<file path="src/rtl/vga_parpadeo_ctrl.sv">
// Alarm flash sequencer and programming-cursor blink mask for the VGA clock display.
// Define ALARMA_SONIDO_EN to build the buzzer tone generator; otherwise zumbador is tied low.
module vga_parpadeo_ctrl #(
  parameter logic [23:0] CUENTA          = 24'd16666666,
  parameter logic [5:0]  TOTAL_PARPADEOS = 6'd30,
  parameter logic [24:0] CURSOR_CUENTA   = 25'd25000000,
  parameter logic [16:0] TONO_CUENTA     = 17'd50000
) (
  input  logic       clk,
  input  logic       rst,
  input  logic       fin_crono,
  input  logic       ack,
  input  logic       frame_tick,
  input  logic [7:0] progra_lugar,
  input  logic [2:0] dir_cursor,
  output logic       alarma_activa,
  output logic       invertir_color,
  output logic [5:0] mascara_campo,
  output logic       zumbador
);

  typedef enum logic {IDLE, ALARMA} estado_t;

  estado_t     estado, estado_sig;
  logic [23:0] contador, contador_sig;
  logic [5:0]  totalcont, totalcont_sig;
  logic        fase, fase_sig;
  logic        fin_prev;
  logic        subida;
  logic        salida;
  logic [24:0] cur_cont;
  logic        cur_fase;
  logic        programando;
  logic [5:0]  mascara_int;

  assign subida      = fin_crono & ~fin_prev;
  assign programando = |progra_lugar;

  always_ff @(posedge clk or posedge rst) begin
    if (rst) begin
      estado    <= IDLE;
      contador  <= '0;
      totalcont <= '0;
      fase      <= 1'b0;
      fin_prev  <= 1'b0;
    end else begin
      estado    <= estado_sig;
      contador  <= contador_sig;
      totalcont <= totalcont_sig;
      fase      <= fase_sig;
      fin_prev  <= fin_crono;
    end
  end

  // The last off half-period runs to completion before the alarm ends,
  // so each flash is a full on/off pair; salida flags any return to IDLE.
  always_comb begin
    estado_sig    = estado;
    contador_sig  = contador;
    totalcont_sig = totalcont;
    fase_sig      = fase;
    salida        = 1'b0;
    case (estado)
      IDLE: begin
        if (subida) begin
          estado_sig    = ALARMA;
          contador_sig  = '0;
          totalcont_sig = '0;
          fase_sig      = 1'b1;
        end
      end
      ALARMA: begin
        if (subida) begin
          contador_sig  = '0;
          totalcont_sig = '0;
          fase_sig      = 1'b1;
        end else if (ack) begin
          estado_sig    = IDLE;
          contador_sig  = '0;
          totalcont_sig = '0;
          fase_sig      = 1'b0;
          salida        = 1'b1;
        end else if (contador == CUENTA - 24'd1) begin
          contador_sig = '0;
          if (fase) begin
            fase_sig      = 1'b0;
            totalcont_sig = totalcont + 6'd1;
          end else if (totalcont >= TOTAL_PARPADEOS) begin
            estado_sig    = IDLE;
            totalcont_sig = '0;
            salida        = 1'b1;
          end else begin
            fase_sig = 1'b1;
          end
        end else begin
          contador_sig = contador + 24'd1;
        end
      end
      default: estado_sig = IDLE;
    endcase
  end

  always_ff @(posedge clk or posedge rst) begin
    if (rst) begin
      cur_cont <= '0;
      cur_fase <= 1'b1;
    end else if (!programando) begin
      cur_cont <= '0;
      cur_fase <= 1'b1;
    end else if (cur_cont == CURSOR_CUENTA - 25'd1) begin
      cur_cont <= '0;
      cur_fase <= ~cur_fase;
    end else begin
      cur_cont <= cur_cont + 25'd1;
    end
  end

  // Alarm takes priority over the cursor blank; out-of-range fields blank nothing.
  always_comb begin
    mascara_int = '0;
    if (programando && !cur_fase && (estado != ALARMA) && (dir_cursor < 3'd6))
      mascara_int = 6'b000001 << dir_cursor;
  end

  always_ff @(posedge clk or posedge rst) begin
    if (rst) begin
      alarma_activa  <= 1'b0;
      invertir_color <= 1'b0;
      mascara_campo  <= '0;
    end else begin
      alarma_activa <= (estado == ALARMA);
      if (salida)
        invertir_color <= 1'b0;
      else if (frame_tick)
        invertir_color <= fase;
      if (frame_tick)
        mascara_campo <= mascara_int;
    end
  end

`ifdef ALARMA_SONIDO_EN
  logic [16:0] tono_cont;

  always_ff @(posedge clk or posedge rst) begin
    if (rst) begin
      tono_cont <= '0;
      zumbador  <= 1'b0;
    end else if ((estado == ALARMA) && fase) begin
      if (tono_cont == TONO_CUENTA - 17'd1) begin
        tono_cont <= '0;
        zumbador  <= ~zumbador;
      end else begin
        tono_cont <= tono_cont + 17'd1;
      end
    end else begin
      tono_cont <= '0;
      zumbador  <= 1'b0;
    end
  end
`else
  logic unused_tono;
  assign unused_tono = ^TONO_CUENTA;
  assign zumbador    = 1'b0;
`endif

endmodule

</file>
<file path="config.mk">
export PLATFORM = sky130hd
export DESIGN_NAME = vga_parpadeo_ctrl
export DESIGN_NICKNAME = d
export VERILOG_FILES = /design/src/rtl/vga_parpadeo_ctrl.sv
export SDC_FILE = /design/constraint.sdc
export NUM_CORES = 1
export LEC_CHECK = 0
export ABC_AREA = 0
export CAP_MARGIN = 25
export CORE_MARGIN = 10
export CORE_UTILIZATION = 40
export DETAILED_ROUTE_END_ITERATION = 8
export PLACE_DENSITY = 0.58
export SYNTH_ARGS = -nofsm -noshare
export SYNTH_HDL_FRONTEND = slang
export SYNTH_SLANG_ARGS = --single-unit
</file>
<file path="constraint.sdc">
create_clock -name clk -period 4.7 [get_ports clk]
set_input_delay 1.175 -clock clk [delete_from_list [all_inputs] [get_ports clk]]
set_output_delay 1.175 -clock clk [all_outputs]
set_load 0.05 [all_outputs]
</file>
# Word level (Yosys, flattened, before mapping)
# Cells that the tools add are included.
# word_totals
latch_bits,0
reg_bits,67
memories,0
mem_bits_ro,0
mem_bits_rw,0
# op_classes
eq_ne,6
n_reduce_logical,8
add_sub_neg,3
magnitude_cmp,2
shift,1
muxes,38
n_mul,0
bitwise_logic,4
n_div,0
# op_table
operator,n
2-to-1 mux 24 bit,4
2-to-1 mux 25 bit,2
case mux 24 bit (2 select lines),1
2-to-1 mux 6 bit,7
"adder 25 x 1 -> 25 bit, second input constant",1
"equality test 25 bit, second input constant",1
"adder 24 x 1 -> 24 bit, second input constant",1
"equality test 24 bit, second input constant",1
2-to-1 mux 1 bit,21
case mux 6 bit (2 select lines),1
OR reduction 8 bit,1
"adder 6 x 1 -> 6 bit, second input constant",1
"greater-or-equal comparator 6 x 5 -> 1 bit, second input constant",1
"left shift 1 x 3 -> 6 bit, first input constant",1
"!= test 5 x 2 -> 1 bit, second input constant",1
"!= test 4 x 2 -> 1 bit, second input constant",1
case mux 1 bit (2 select lines),2
logical AND 1 bit,3
"less-than comparator 3 bit, second input constant",1
inverter 1 bit,3
AND reduction 3 bit,1
"!= test 2 x 1 -> 1 bit, second input constant",1
"!= test 2 bit, second input constant",1
AND reduction 2 bit,1
other kinds (3),3

# Longest topological paths before layout
# Gate-level depths: netlist (run 1).
# depth
depth_word,8
ltp_mapped,8

# Worst setup path before layout (run 1)
# OpenSTA, ideal clock, no wires.
# synth_timing
path_kind,input to register
startpoint,input port fin_crono
endpoint,register contador[4]
arrival_time_ns,2.426
t_required_ns,4.618
n_path_buf,1
cell_stages,6
setup_time_ns,0.082
setup_slack_ns,2.193
cell_sequence,and2b_2 > nor2_1 > a21boi_1 > clkbuf_1 > nand2_1 > a31oi_1
# synth_via
elab_chain_cells,3
word_cells_on_any_way,4
# synth_rtl
item,line,source
start: declaration,11,"input logic fin_crono,"
AND 1 bit (*),36,assign subida = fin_crono & ~fin_prev;
2-to-1 mux 24 bit,73,if (subida) begin
case mux 24 bit (2 select lines),63,case (estado)
end signal: assignment,48,contador <= contador_sig;
end: declaration,25,"logic [23:0] contador, contador_sig;"
# Mark *: on every way between the ends. The rest lies on a longest branch, timed or not.
# A chain may end at the register's enable or synchronous reset.

# Worst setup path after layout (run 1)
# layout_timing
startpoint,input port fin_crono
endpoint,register totalcont[4]
# layout_via
elab_chain_cells,3
word_cells_on_any_way,7
# layout_rtl
item,line,source
AND 1 bit (*),36,
"!= test 5 x 2 -> 1 bit (no line), or another cell as far along",--,
AND reduction 3 bit (no line) or case mux 6 bit (2 select lines) (tied branches),--,
end signal: assignment,49,totalcont <= totalcont_sig;
end: declaration,26,"logic [5:0] totalcont, totalcont_sig;"
# Marks and branches as above.

==> results.toml, run 1 <==
[outcome]
status = "completed"

[final_layout]
mostFrequentLayoutCells = "dfrtp_1 (66), nor2_1 (51), nand2_1 (30)"
final_util_pct = 48.8
layout.nets = 411
nFillCells = 758
final_common_cell = "dfrtp_1"
drive_gt1_share_pct = 10.1
insertedDiodeCount = 0
syn2layout_area_growth_pct = 17.6
final_cells = 500

[clocking]
cts_root_buffer = "clkbuf_8"
ctsResizeCount = 0
cts_tree = "built"
clk_path_buf_depth = 2
clock_sink_count = 67
cts_setup_buffers = 0
cts.clk_slew.worst_paths_ns = 0.07
cts_buffers = 9
htree_num_levels = 3
ctsHoldBuffers = 0
clk_latency_ns = 0.34

[detailed_routing]
drt_iter0_drc = 177
drtAntennaViolNets = 0
wl_um = 7360
maxUsedRoutingLayer = "met4"
detail_route.wl_per_cell_um = 14.7
vias = 2730
wl_met1_um = 3590
wl_met2_um = 3380
drcViolationCount = 0
wl_met3_um = 314
dr.pass1.iters = 4
viasPerCell = 5.46

[sta]
whs_ns = 0.493
setup_violations = 0
post-route-period-util_pct = 59.0
finalSetupTns_ns = 0
hold_viol = 0
rsz0062_at_grt = "no"
min_period_ns = 2.77
drv_slew = 0
fmax_ghz = 0.360
slew_headroom_pct = 34.2
worstMarginPinSlew_ns = 0.978
clock_skew_ns = 0.00506

[critical_path]
critical_path_class = "in -> reg"
worst_setup_path_end_kind = "register"
worstPathMaxFanout = 11
crit_path_start_kind = "input pin"
slowest_stage = "clkdlybuf4s50_1"
required_ns = 4.93
path_cells = "clkdlybuf4s50_1, or2b_2, nand2_1, buf_4, o2111ai_2, and2_4, a211o_1"
worst_ep_arrival_time_ns = 3.00
r2r_slack_ns = 2.15
cpPeakStageDelay_ns = 0.49

[floorplanning]
dieArea_um2 = 12700
io_pins = 25
start_util_pct = 41.5
die_width_um = 113
rows = 33
coreArea_um2 = 8300
die_y_um = 113

[synthesis]
yosysSeqAreaShare_pct = 48.7
synthFlopType = "dfrtp_1"
avgSynthCellArea_um2 = 9.56
synthArstFlopShare_pct = 100
synth_area_um2 = 3440
synth_cell_type_count = 51
netlist_instances = 360
synthesis.nets = 381
synth_edf_count = 0
ys_ff_latch = 67
yosysWarnings = 0

[global_route]
grt_pass1_wl_um = 12900
grt-ovfl-total = 0
antenna_found_initial = 0
grt_pass1_vias = 2667
grt_max_degree = 28
grt_util_all_layers_pct = 12.1

[place]
dp.cells = 483
hpwl_um = 5130
place.port_buffers = 23
place.gp.congestion = 0.796

[hold_path]
holdCritPathClass = "reg -> reg"

[flow_run]
max-cap-violations = 0

[pwr]
totalPowerFinal_mw = 1.40
irDropWorstVdd_mv = 0.164
power.density_nw_per_um2 = 346
p_leak_nw = 1.73
[cells by family after synthesis]
kind of cell             synth area share (%)
adder cells (fa/ha/maj)                  1.82
multiplexers                            0.872
other                                   0.109
AND/OR/NAND/NOR                          27.0
buffers and inverters                    2.47
flip-flops                               48.7
XOR/XNOR                                 8.65
AO/OA/AOI/OAI                            10.3
[critical path, delay by kind of cell]
| kind | cells | cell delay [ns] |
|---|---|---|
| AND/OR/NAND/NOR | 3 | 0.67 |
| AO/OA/AOI/OAI | 2 | 0.48 |
| buffers and inverters | 2 | 0.68 |
[report_power, final]
group | total (mW) | switching, mW | internal [mW]
logic | 0.144 | 0.0804 | 0.0639
clock network | 0.584 | 0.232 | 0.351
registers | 0.675 | 0.0533 | 0.622
total | 1.40 | 0.366 | 1.04
[synth_stat cells (all sizes together), types with 5 or more instances]
cell / instances / area, um2
ha: 5 / 62.6
nand4: 11 / 68.8
nand2: 30 / 113
dfrtp: 66 / 1650
nor4: 14 / 109
nor3: 11 / 55.1
a31oi: 10 / 62.6
nand2b: 5 / 31.3
xor2: 15 / 131
nand3: 23 / 115
nor2: 52 / 203
o21ai: 6 / 30.0
inv: 13 / 48.8
clkbuf: 6 / 23.8
xnor2: 19 / 166
and3: 13 / 87.6
a21o: 5 / 38.8
a21oi: 12 / 60.1
[cell type report]
| cell class | count | area (um2) | share of cell area [%] |
|---|---|---|---|
| Tap cell | 105 | 131 | 3.24 |
| Clock buffer | 9 | 124 | 3.06 |
| Multi-Input combinational cell | 272 | 1680 | 41.6 |
| Sequential cell | 67 | 1680 | 41.4 |
| Timing Repair Buffer | 27 | 268 | 6.61 |
| Clock inverter | 7 | 116 | 2.87 |
| Inverter | 13 | 48.8 | 1.20 |
[flip-flops by register name (all words and copies together) (netlist names)]
register,count
contador,24
estado,1
totalcont,6
fase,1
fin_prev,1
cur_cont,25
cur_fase,1
invertir_color,1
alarma_activa,1
mascara_campo,6
[path summary, 6_finish.rpt]
kind                        startpoint           end  cells past startpoint
setup / recovery             fin_crono  totalcont[4]                      7
hold / removal             cur_cont[0]   cur_cont[0]                      1
setup reg to reg           cur_cont[0]   cur_cont[2]                      6
hold reg to reg            cur_cont[0]   cur_cont[0]                      1
max in group asynchronous          rst   cur_cont[1]                      3
min in group asynchronous          rst  cur_cont[23]                      2
[routing by layer]
metal / track usage (%) / vias up
met5: 0 / -
met4: 4.31 / 0
met3: 3.80 / 7
met2: 18.2 / 48
met1: 15.9 / 1337
li1: - / 1338
[per-stage QoR]
step,worst slack (ns),area (um2)
2_1_floorplan,1.84,3440
3_3_place_gp,1.35,3790
3_5_place_dp,1.28,3790
4_1_cts,1.64,4040
5_1_grt,1.89,4050
6_report,1.93,4050
No activity file was read; power rests on OpenSTA's default activity.
==> run 2, diff against run 1 <==
PLACE_DENSITY = 0.6   (was 0.58)
clock period = 2.4 ns   (was 4.7 ns; I/O delays follow)
==> results.toml, run 2 (synthesis results as in run 1) <==
[detailed_routing]
viasPerCell = 5.34
drtAntennaViolNets = 0
dr.pass1.iters = 4
vias = 2719
drcViolationCount = 0
drt_iter0_drc = 152
detail_route.wl_per_cell_um = 14.3
wl_um = 7290

[place]
place.port_buffers = 23
place.gp.congestion = 0.805
hpwl_um = 5160

[pwr]
p_int_mw = 1.72
p_comb_share_pct = 12.2
seqPwrFrac_pct = 54.9
power.density_nw_per_um2 = 590
switchingPower_uw = 685
p_leak_nw = 1.75
switching_share_pct = 28.5
clkPwrFrac_pct = 32.9
irDropWorstVdd_mv = 0.251

[clocking]
cts.clk_slew.worst_paths_ns = 0.07
cts_buffers = 9
cts_tree = "built"
htree_num_levels = 3
cts_setup_buffers = 0
cts_root_buffer = "clkbuf_8"
clock_sink_count = 67
clk_path_buf_depth = 2
clk_latency_ns = 0.33

[critical_path]
slowest_stage = "or4bb_1"
path_cells = "or4bb_1, nor4_4, a21boi_1, buf_4, a21o_1, a22o_1"
worstPathMaxFanout = 25
critical_path_class = "reg -> reg"
cpPeakStageDelay_ns = 0.55
worst_setup_path_end_kind = "register"
worst_ep_arrival_time_ns = 2.46
required_ns = 2.62
crit_path_start_kind = "register"

[sta]
min_period_ns = 2.24
worstMarginPinSlew_ns = 0.656
rsz0062_at_grt = "no"
clock_skew_ns = 0.00854
drv_slew = 0
whs_ns = 0.484
finalSetupTns_ns = 0
slew_headroom_pct = 56.2
setup_violations = 0
hold_viol = 0
post-route-period-util_pct = 93.2
fmax_ghz = 0.447

[floorplanning]
die_y_um = 113
die_width_um = 113
coreArea_um2 = 8300
start_util_pct = 41.5
io_pins = 25
rows = 33
dieArea_um2 = 12700

[final_layout]
final_util_pct = 49.1
layout.nets = 420
regArea_um2 = 1680
insertedDiodeCount = 0
nFillCells = 779
largest_register_ffs = 25
reg_top3 = "cur_cont x25, contador x24"
final_common_cell = "dfrtp_1"
mostFrequentLayoutCells = "dfrtp_1 (66), nor2_1 (51), nand2_1 (29)"
syn2layout_area_growth_pct = 18.4
max_flop_register = "cur_cont"
multi_input_area_um2 = 1690
drive_gt1_share_pct = 11.6

[hold_path]
holdCritPathClass = "reg -> reg"

[global_route]
grt-ovfl-total = 0
grt_pass1_wl_um = 12700
grt_max_degree = 27
grt_pass1_vias = 2628
grt_util_all_layers_pct = 11.8
antenna_found_initial = 0

[flow_run]
max-cap-violations = 0

[outcome]
status = "completed"
[run 2: worst max-delay path: cells and delay by family (launching register included)]
kind                   cells  cell delay (ns)
flip-flops                 1             0.44
buffers and inverters      1             0.24
AO/OA/AOI/OAI              3             0.52
AND/OR/NAND/NOR            2             0.93
[run 2: worst paths after layout]
kind / start / to / slack [ns] / depth (start not counted)
min in group asynchronous: rst / cur_cont[7] / 0.60 / 2
max reg2reg: contador[2] / contador[11] / 0.16 / 6
max in group asynchronous: rst / cur_fase / 1.21 / 3
min reg2reg: cur_cont[0] / cur_cont[0] / 0.48 / 1
min: cur_cont[0] / cur_cont[0] / 0.48 / 1
max: contador[2] / contador[11] / 0.16 / 6
[run 2: power by group through the flow]
stage	clock network (mW)	logic, mW	registers [mW]
5_1_grt	0.871	0.333	1.34
4_1_cts	0.831	0.299	1.32
3_5_place_dp	0	0.296	1.34
3_3_place_gp	0	0.290	1.34
2_1_floorplan	0	0.189	1.33
6_report	0.792	0.293	1.32
[run 2: layout make-up]
class / count / share of cell area [%]
Clock buffer: 11 / 3.22
Clock inverter: 5 / 0.737
Inverter: 13 / 1.20
Multi-Input combinational cell: 272 / 41.5
Sequential cell: 67 / 41.2
Tap cell: 105 / 3.22
Timing Repair Buffer: 36 / 8.96
[run 2: layer usage]
layer	track usage, %	part of all wire, %	vias to the layer above
met4	5.84	1.9	0
li1	-	-	1361
met5	0	0	-
met3	2.48	3.5	10
met1	16.6	53	1302
met2	16.6	42	46
[run 2: metrics by stage]
step	setup slack [ns]	power (mW)	cells	cell area, um2
after floorplan	0.118	1.52	360	3440
after global placement	0.0546	1.63	493	3900
after detailed placement	-0.00581	1.64	493	3900
after CTS	0.0524	2.45	509	4070
after global routing	0.0199	2.54	509	4080
final	0.164	2.41	509	4080
[run 2: timing repair]
item	4_1_cts	5_1_grt
hold buffers	0	0
gates resized for setup	0	2
hold endpoints to repair	0	0
endpoints found under the setup margin	0	3
==> run 3, diff against run 2 <==
--- a/config.mk
+++ b/config.mk
@@ -11,2 +11,3 @@
 export CORE_UTILIZATION = 40
+export CTS_CLUSTER_SIZE = 12
 export DETAILED_ROUTE_END_ITERATION = 8
--- a/constraint.sdc
+++ b/constraint.sdc
@@ -3,2 +3,2 @@
 set_output_delay 0.6 -clock clk [all_outputs]
-set_load 0.05 [all_outputs]
+set_load 0.005 [all_outputs]
==> results of run 3 <==
The final DEF is identical to that of run 2. Status: completed.
Main changes from that run: total power 2.41 mW -> 2.39 mW
